## src/rtl/gr8b0nd_ctrl.sv

```systemverilog
// rtl/gr8b0nd_ctrl.sv - gr8b0nd multicycle fetch/decode/execute sequencer
// Owns PC, IR and the 16x16 register file; ALU operations are delegated to an external ALU.
module gr8b0nd_ctrl (
    input  logic        clk,
    input  logic        rst_n,
    output logic        mem_req,
    output logic        mem_we,
    output logic [15:0] mem_addr,
    output logic [15:0] mem_wdata,
    input  logic        mem_ack,
    input  logic [15:0] mem_rdata,
    output logic [15:0] alu_a,
    output logic [15:0] alu_b,
    output logic [7:0]  alu_sel,
    input  logic [15:0] alu_out,
    output logic        halted,
    output logic        illegal,
    output logic [15:0] pc
);

    typedef enum logic [2:0] {
        S_FETCH,
        S_DECODE,
        S_EXEC,
        S_MEM,
        S_HALT
    } state_t;

    state_t      r_state;
    state_t      w_next;
    logic [15:0] r_pc;
    logic [15:0] r_ir;
    logic [15:0] r_regs [16];
    logic        r_illegal;

    logic [3:0]  w_op4;
    logic [7:0]  w_op8;
    logic [7:0]  w_imm8;
    logic [3:0]  w_rs;
    logic [3:0]  w_rd;
    logic [15:0] w_src;
    logic [15:0] w_dst;
    logic [15:0] w_simm;
    logic        w_is_imm;
    logic        w_is_alu;
    logic        w_legal8;
    logic        w_is_trap;
    logic        w_is_bad;
    logic        w_is_mem;
    logic        w_is_st;

    logic        w_wb_en;
    logic [15:0] w_wb_data;
    logic        w_pc_load;
    logic [15:0] w_pc_next;

    assign w_op4    = r_ir[15:12];
    assign w_op8    = r_ir[15:8];
    assign w_imm8   = r_ir[11:4];
    assign w_rs     = r_ir[7:4];
    assign w_rd     = r_ir[3:0];
    assign w_src    = r_regs[w_rs];
    assign w_dst    = r_regs[w_rd];
    assign w_simm   = {{8{w_imm8[7]}}, w_imm8};
    assign w_is_imm = (w_op4 >= 4'hb);

    assign w_is_alu = w_op8 inside {8'h10, 8'h32, 8'h33, [8'h50:8'h52], [8'h60:8'h63], [8'h70:8'h77]};
    assign w_legal8 = w_is_alu || (w_op8 inside {8'h00, 8'h01, 8'h30, 8'h31, 8'h40, 8'h41});
    assign w_is_trap = !w_is_imm && (w_op8 == 8'h00);
    assign w_is_bad  = !w_is_imm && !w_legal8;
    assign w_is_mem  = !w_is_imm && (w_op8 == 8'h40 || w_op8 == 8'h41);
    assign w_is_st   = !w_is_imm && (w_op8 == 8'h41);

    // Result of the EXEC step: either a register writeback or a PC redirect.
    // PC already points past the branch, so PCbr + 1 + simm == r_pc + simm.
    always_comb begin
        w_wb_en   = 1'b0;
        w_wb_data = alu_out;
        w_pc_load = 1'b0;
        w_pc_next = r_pc + w_simm;
        if (w_is_imm) begin
            case (w_op4)
                4'hb: begin w_wb_en = 1'b1; w_wb_data = w_simm; end
                4'hc: begin w_wb_en = 1'b1; w_wb_data = {w_imm8, w_imm8}; end
                4'hd: begin w_wb_en = 1'b1; w_wb_data = {w_imm8, w_dst[7:0]}; end
                4'he: w_pc_load = (w_dst == 16'h0000);
                4'hf: w_pc_load = (w_dst != 16'h0000);
                default: ;
            endcase
        end else if (w_is_alu) begin
            w_wb_en = 1'b1;
        end else begin
            case (w_op8)
                8'h30: begin w_wb_en = 1'b1; w_wb_data = {15'h0000, |w_dst}; end
                8'h31: begin
                    w_wb_en   = 1'b1;
                    w_wb_data = {7'h00, |w_dst[15:8], 7'h00, |w_dst[7:0]};
                end
                8'h01: begin w_pc_load = 1'b1; w_pc_next = w_dst; end
                default: ;
            endcase
        end
    end

    always_comb begin
        w_next = r_state;
        case (r_state)
            S_FETCH:  if (mem_ack) w_next = S_DECODE;
            S_DECODE: w_next = (w_is_trap || w_is_bad) ? S_HALT : S_EXEC;
            S_EXEC:   w_next = w_is_mem ? S_MEM : S_FETCH;
            S_MEM:    if (mem_ack) w_next = S_FETCH;
            default:  w_next = S_HALT;
        endcase
    end

    always_ff @(posedge clk or negedge rst_n) begin
        if (!rst_n) begin
            r_state   <= S_FETCH;
            r_pc      <= 16'h0000;
            r_ir      <= 16'h0000;
            r_illegal <= 1'b0;
            for (int i = 0; i < 16; i++) begin
                r_regs[i] <= 16'h0000;
            end
        end else begin
            r_state <= w_next;
            case (r_state)
                S_FETCH: begin
                    if (mem_ack) begin
                        r_ir <= mem_rdata;
                        r_pc <= r_pc + 16'h0001;
                    end
                end
                S_DECODE: begin
                    if (w_is_bad) r_illegal <= 1'b1;
                end
                S_EXEC: begin
                    if (w_wb_en) r_regs[w_rd] <= w_wb_data;
                    if (w_pc_load) r_pc <= w_pc_next;
                end
                S_MEM: begin
                    if (mem_ack && !w_is_st) r_regs[w_rd] <= mem_rdata;
                end
                default: ;
            endcase
        end
    end

    // rst_n gates the request so it is low while reset is held even though state is FETCH.
    always_comb begin
        mem_req   = 1'b0;
        mem_we    = 1'b0;
        mem_addr  = r_pc;
        mem_wdata = 16'h0000;
        case (r_state)
            S_FETCH: mem_req = rst_n;
            S_MEM: begin
                mem_req   = rst_n;
                mem_we    = w_is_st;
                mem_addr  = w_src;
                mem_wdata = w_dst;
            end
            default: ;
        endcase
    end

    always_comb begin
        alu_a   = 16'h0000;
        alu_b   = 16'h0000;
        alu_sel = 8'h00;
        if (r_state != S_HALT) begin
            alu_a   = w_src;
            alu_b   = w_dst;
            alu_sel = w_op8;
        end
    end

    assign halted  = (r_state == S_HALT);
    assign illegal = r_illegal;
    assign pc      = r_pc;

endmodule

```

## config.mk

```make
export PLATFORM = sky130hd
export DESIGN_NAME = gr8b0nd_ctrl
export DESIGN_NICKNAME = d
export VERILOG_FILES = /design/src/rtl/gr8b0nd_ctrl.sv
export SDC_FILE = /design/constraint.sdc
export NUM_CORES = 1
export LEC_CHECK = 0
export BUFFER_PORTS_ARGS = -buffer_cell sky130_fd_sc_hd__buf_2
export CORE_UTILIZATION = 55
export DETAILED_ROUTE_END_ITERATION = 10
export PLACE_DENSITY = 0.84
export SLEW_MARGIN = 20
export SYNTH_ARGS = -nofsm -noshare
export SYNTH_HDL_FRONTEND = slang
export SYNTH_SLANG_ARGS = --single-unit
```

## constraint.sdc

```tcl
create_clock -name clk -period 3.8 [get_ports clk]
set_clock_uncertainty 0.05 [all_clocks]
set_input_delay 0.38 -clock clk [delete_from_list [all_inputs] [get_ports clk]]
set_output_delay 0.38 -clock clk [all_outputs]
set_load 0.03 [all_outputs]
```

# --- Word-level counts from Yosys, hierarchy flattened ---
# Cells that the tools add are included.
totals:
  reg_bits: 292
  inputBits: 35
  output_inout_bits: 92
  word_cells: 134
op_classes:
  n_addsub: 2
  order_cmp: 10
  eq_ne: 23
  n_mux: 43
  bitwise_logic: 2
  reduce_logical: 34
ops:
  columns: ["cell", "n"]
  rows:
  - ["$bwmux W256", 2]
  - ["$mux W256", 2]
  - ["$pmux W256 S2", 1]
  - ["$mux W16", 16]
  - ["$bmux W16 S4", 2]
  - ["$demux W16 S4", 1]
  - ["$pmux W16 S2", 2]
  - ["$pmux W16 S3", 1]
  - ["$eq A8 B6 Y1 const B", 4]
  - ["$ge A8 B7 Y1 const B", 3]
  - ["$le A8 B7 Y1 const B", 3]
  - ["$eq A4 B4 Y1 const B", 5]
  - ["$add A16 B1 Y16 const B", 1]
  - ["$add A16 B16 Y16", 1]
  - ["$eq A8 B7 Y1 const B", 2]
  - ["$logic_not A16 Y1", 1]
  - ["$reduce_bool A16 Y1", 1]
  - ["$reduce_or A16 Y1", 1]
  - ["$reduce_or A8 Y1", 2]
  - ["$pmux W3 S4", 1]
  - ["$reduce_bool A6 Y1", 2]
  - ["$ge A5 B5 Y1 const B", 2]
  - ["$ne A2 B2 Y1 const B", 5]
  - ["$not A4 Y5", 2]
  - ["23 further kinds", 51]

# --- Longest topological paths before layout ---
depth:
  word_depth: 11
  mapped_depth: 12
  depth_no_buf: 11

# --- Worst setup path before layout ---
# OpenSTA, ideal clock, no wires.
synth_timing:
  kind: "reg-to-reg"
  start: "register r_ir[1]"
  end: "register r_pc[6], in the netlist pc[6]"
  setup_time_ns: 0.094
  arrival_time_ns: 3.146
  required_time_ns: 3.656
  setup_slack_ns: 0.510
  path_stages_with_launch: 13
  path_buffers: 4
  path_cell_list: "dfrtp_1 > buf_2 > clkbuf_1 > buf_2 > mux4_2 > a22oi_1 > nand2_1 > nor4_1 > and4bb_2 > mux2i_1 > buf_2 > o221ai_1 > a211oi_1"
synth_between:
  elab_chain_len: 9
  elab_cells_between_ends: 15
  classes_between: "eq/ne: 1; mux: 10; bitwise: 1; reduce/logical: 3"
synth_rtl:
  columns: ["element", "line", "rtl"]
  rows:
  - ["start, declared", "32", "logic [15:0] r_ir;"]
  - ["start signal, assigned", "130", "r_ir <= mem_rdata;"]
  - ["$not A4 Y5 (not written as such) (*)", "63", "assign w_dst = r_regs[w_rd];"]
  - ["$bmux W16 S4 (*)", "63", null]
  - ["$mux W16 (not written as such) (*) (2 in series)", "63", null]
  - ["$reduce_bool A16 Y1, or another cell as far along", "87", "4'hf: w_pc_load = (w_dst != 16'h0000);"]
  - ["$pmux W1 S2 / $mux W16 (equally long branches)", "82, 90", null]
  - ["$mux W1 / $mux W16 (equally long branches)", "81", "if (w_is_imm) begin"]
  - ["$ne A2 B2 Y1 (no source line) / $mux W16 (equally long branches)", null, null]
  - ["$reduce_and A3 Y1 (no source line) / $pmux W16 S2 (equally long branches)", null, null]
  - ["end signal, assigned", "131", "r_pc <= r_pc + 16'h0001;"]
  - ["end signal, assigned", "139", "if (w_pc_load) r_pc <= w_pc_next;"]
  - ["end, declared", "31", "logic [15:0] r_pc;"]
# Every way passes the cells marked *; elsewhere a longest branch is shown, timed or not. The select of a mux whose other input is x is not followed.
# A chain may end at the register's enable or synchronous reset.

# --- Worst setup path in the final report ---
layout_timing:
  start: "register r_ir[5]"
  end: "output alu_a[5]"
layout_between:
  elab_chain_len: 5
layout_rtl:
  columns: ["element", "line", "rtl"]
  rows:
  - ["$not A4 Y5 (not written as such)", "62", "assign w_src = r_regs[w_rs];"]
  - ["$bmux W16 S4", "62", null]
  - ["$mux W16 (not written as such) (2 in series)", "62", null]
  - ["$mux W16", "171", "if (r_state != S_HALT) begin"]
  - ["end, declared", "12", "output logic [15:0] alu_a,"]
# Every way passes these cells. The select of a mux whose other input is x is not followed.

==> reports/metrics.csv <==
stage;metric;value;unit
drt;Initial DRC Count;2164;
status;outcome;completed;
synthesis;FF+latch count, synth;292;
placement;Placed Area;18200;um2
sta;fin crit share;95.7;%
synthesis;count of cell types in the netlist;66;
synthesis;area leader, netlist;dfrtp_1;
drt;Via density;6.76;
sta;minimum clock period;3.64;ns
global_route;met2 global-route usage;55.5;%
global_route;gr usage total;35.7;%
synthesis;Seq/Total Area, Yosys;43.7;%
clock_network;clk sinks;292;
sta;worst relative slew slack;38.6;%
critical_path;startpoint types;flop;
floorplanning;starting density of the core;56.1;%
floorplanning;num rows;63;
critical_path;most frequent CP cell;mux4_2;
critical_path;Max stage delay on crit path;0.74;ns
placement;DP Wirelength;36800;um
floorplanning;Core ar.;29800;um2
critical_path;Worst setup EP type;output port;
synthesis;synthesized instance count;1650;
global_route;met1 track demand over resource;47.0;%
synthesis;Syn Nets;1702;
worst_hold_path;Hold/Removal Path Class;in2reg;
clock_network;clock buffer depth;3;
critical_path;CP max FO;30;
sta;post-route setup slack;0.163;ns
global_route;first-pass GRT wire length;83400;um
synthesis;Synth warnings;0;
clock_network;CTS tree;yes;
synthesis;Post-Syn Area;16700;um2
global_route;grt met3 use;8.55;%
cells_and_area;share of cells above drive strength 1;25.2;%
drt;antenna-violating nets left;0;
global_route;Overflow after GRT;0;
drt;drt total wl;54000;um
drt;Initial DRT Pass Iterations;8;
clock_network;TritonCTS Buffers;31;
critical_path;Slowest cell on crit path;dfrtp_2;
synthesis;Top FF cell, synth;dfrtp_1;
critical_path;CP arrival;3.21;ns
critical_path;Setup CP Type;reg2out;
clock_network;clk slew on worst S/H paths;0.06;ns
cells_and_area;Final nets;1838;
critical_path;Worst path top cell family by delay;multiplexers;
power;VDD IR max;417;uV
critical_path;WP buf/inv;2;
clock_network;clk root buf;clkbuf_16;
cells_and_area;most common cell after layout, fill and taps aside;nand2_1;
drt;DRC;0;
floorplanning;die area;31100;um2
placement;IO buf count;126;
sta;Worst-Margin Slew;0.922;ns
sta;final hold viol count;0;
global_route;Most Crowded Layer GR;met2;
floorplanning;die height;176;um
drt;WL/cell;24.5;um
power;leakage component of the power;8.48;nW
synthesis;Synth Area per Inst;10.1;um2
job;Max Cap Viol;0;
synthesis;Area contributors post-synth;dfrtp_1, mux4_2, nand2_1;
cells_and_area;most frequent cells in the layout;nand2_1, dfrtp_1, o21ai_0;
global_route;pin count of the biggest net entering global routing;141;
sta;unrepaired setup endpoints after global routing;false;
global_route;initial antenna violation count;1;
drt;Vias;14908;
critical_path;critical-path cell list;buf_4, mux4_2, mux4_2, nor2b_1, buf_2;
synthesis;Synth top area share;43.7;%
sta;Setup violations, final;0;
sta;Post-Route Setup TNS;0;ns
floorplanning;I/O pin total;127;
global_route;vias in the first global route;14371;
power;pwr/cell area;553;nW/um2
cells_and_area;area delta synth->final;16.0;%
floorplanning;die width;176;um
placement;Final GP Congestion;0.983;
clock_network;insertion delay to the later sink of the worst-skew pair;0.57;ns
synthesis;EDFF count, synth;0;
critical_path;required time of the worst setup path;3.37;ns
placement;Place WS;0.125;ns
sta;fmax;275;MHz
cells_and_area;Post-Layout Inst Area;19400;um2
clock_network;H-tree levels;1;
synthesis;Post-synth ARST share;100;%
sta;Slew Limit Fails;0;
[synthesized netlist by cell type, types with 3 or more instances]
cell type / n
nand2b_1: 5
a21o_1: 8
inv_1: 5
and3_1: 10
ha_1: 16
nor2_1: 64
a31oi_1: 10
buf_6: 7
nand3b_1: 4
nand2_1: 386
o21a_1: 3
o2111ai_1: 6
buf_2: 5
nor2b_1: 31
and2_1: 9
or3_1: 7
a22oi_1: 14
a222oi_1: 6
nor3_1: 15
a22o_1: 19
xnor2_1: 5
nor3b_1: 4
clkbuf_1: 124
mux4_2: 144
o211ai_1: 16
buf_1: 11
o21ai_0: 281
dfrtp_1: 292
a221oi_1: 16
xor2_1: 8
nand3_1: 16
mux2i_1: 6
a211oi_1: 4
a21oi_1: 49
[through the flow]
| stage | power [mW] | std cells | utilization [%] | hold WS [ns] |
|---|---|---|---|---|
| after floorplan | 6.25 | 1650 | - | 0.0344 |
| after global placement | 7.52 | 2129 | 61.1 | 0.204 |
| after detailed placement | 7.61 | 2129 | 61.1 | 0.205 |
| after CTS | 10.6 | 2198 | 64.9 | 0.00403 |
| after global routing | 11.1 | 2200 | 65.1 | 0.0329 |
| final | 10.7 | 2204 | 65.1 | 0.0304 |
[layout make-up]
cell class / instances / area [um2]
Fill cell: 2250 / 10400
Inverter: 5 / 18.8
Clock inverter: 11 / 115
Sequential cell: 292 / 7320
Clock buffer: 46 / 902
Antenna cell: 4 / 10.0
Tap cell: 390 / 488
Multi-Input combinational cell: 1206 / 8850
Timing Repair Buffer: 250 / 1690
[path summary, 6_finish.rpt]
path                               from           to  slack [ns]  cells after the start
max                             r_ir[5]     alu_a[5]        0.16                      5
min                        mem_rdata[2]      r_ir[2]        0.03                      3
max reg2reg                     r_ir[0]        pc[6]        0.19                     11
min reg2reg                     illegal      illegal        0.42                      1
max in group asynchronous         rst_n  r_regs[212]        2.42                      3
min in group asynchronous         rst_n  r_regs[175]        0.21                      2
[metal layers]
metal	vias to the layer above	part of all wire (%)
met5	-	0
met4	0	5.3
met3	237	12
met2	1084	46
met1	7283	36
li1	6304	-
[state kept, by name, summed over array words and instances (netlist names)]
register and flops:
illegal 1, r_state 3, pc 16, r_ir 16, r_regs 256
[power by group]
| group | internal (mW) | leakage (nW) | switching, mW |
|---|---|---|---|
| Sequential | 3.26 | 4.02 | 0.348 |
| Combinational | 1.51 | 3.96 | 2.58 |
| Clock | 1.77 | 0.502 | 1.25 |
[kinds of logic (layout without fill, tap and decap cells)]
logic type | count (synthesis) | count (layout) | synth area share [%]
buf+inv | 152 | 312 | 3.77
simple gates | 563 | 563 | 14.4
flops | 292 | 292 | 43.7
xor+xnor | 13 | 13 | 0.681
other cells | 0 | 4 | 0
mux | 151 | 151 | 19.8
fa+ha+maj | 17 | 17 | 1.32
compound gates | 462 | 462 | 16.3
[worst min-delay path, cell delays in order]
cell and delay, ns:
buf_2 0.12, nand2_1 0.05, nand2_1 0.05
[repair_timing]
action,4_1_cts,5_1_grt
gates resized for setup,0,4
hold buffers,12,0
endpoints found under the hold margin,37,0
buffers inserted,0,2
setup endpoints to repair,0,10
(Power assumes the default switching activity.)
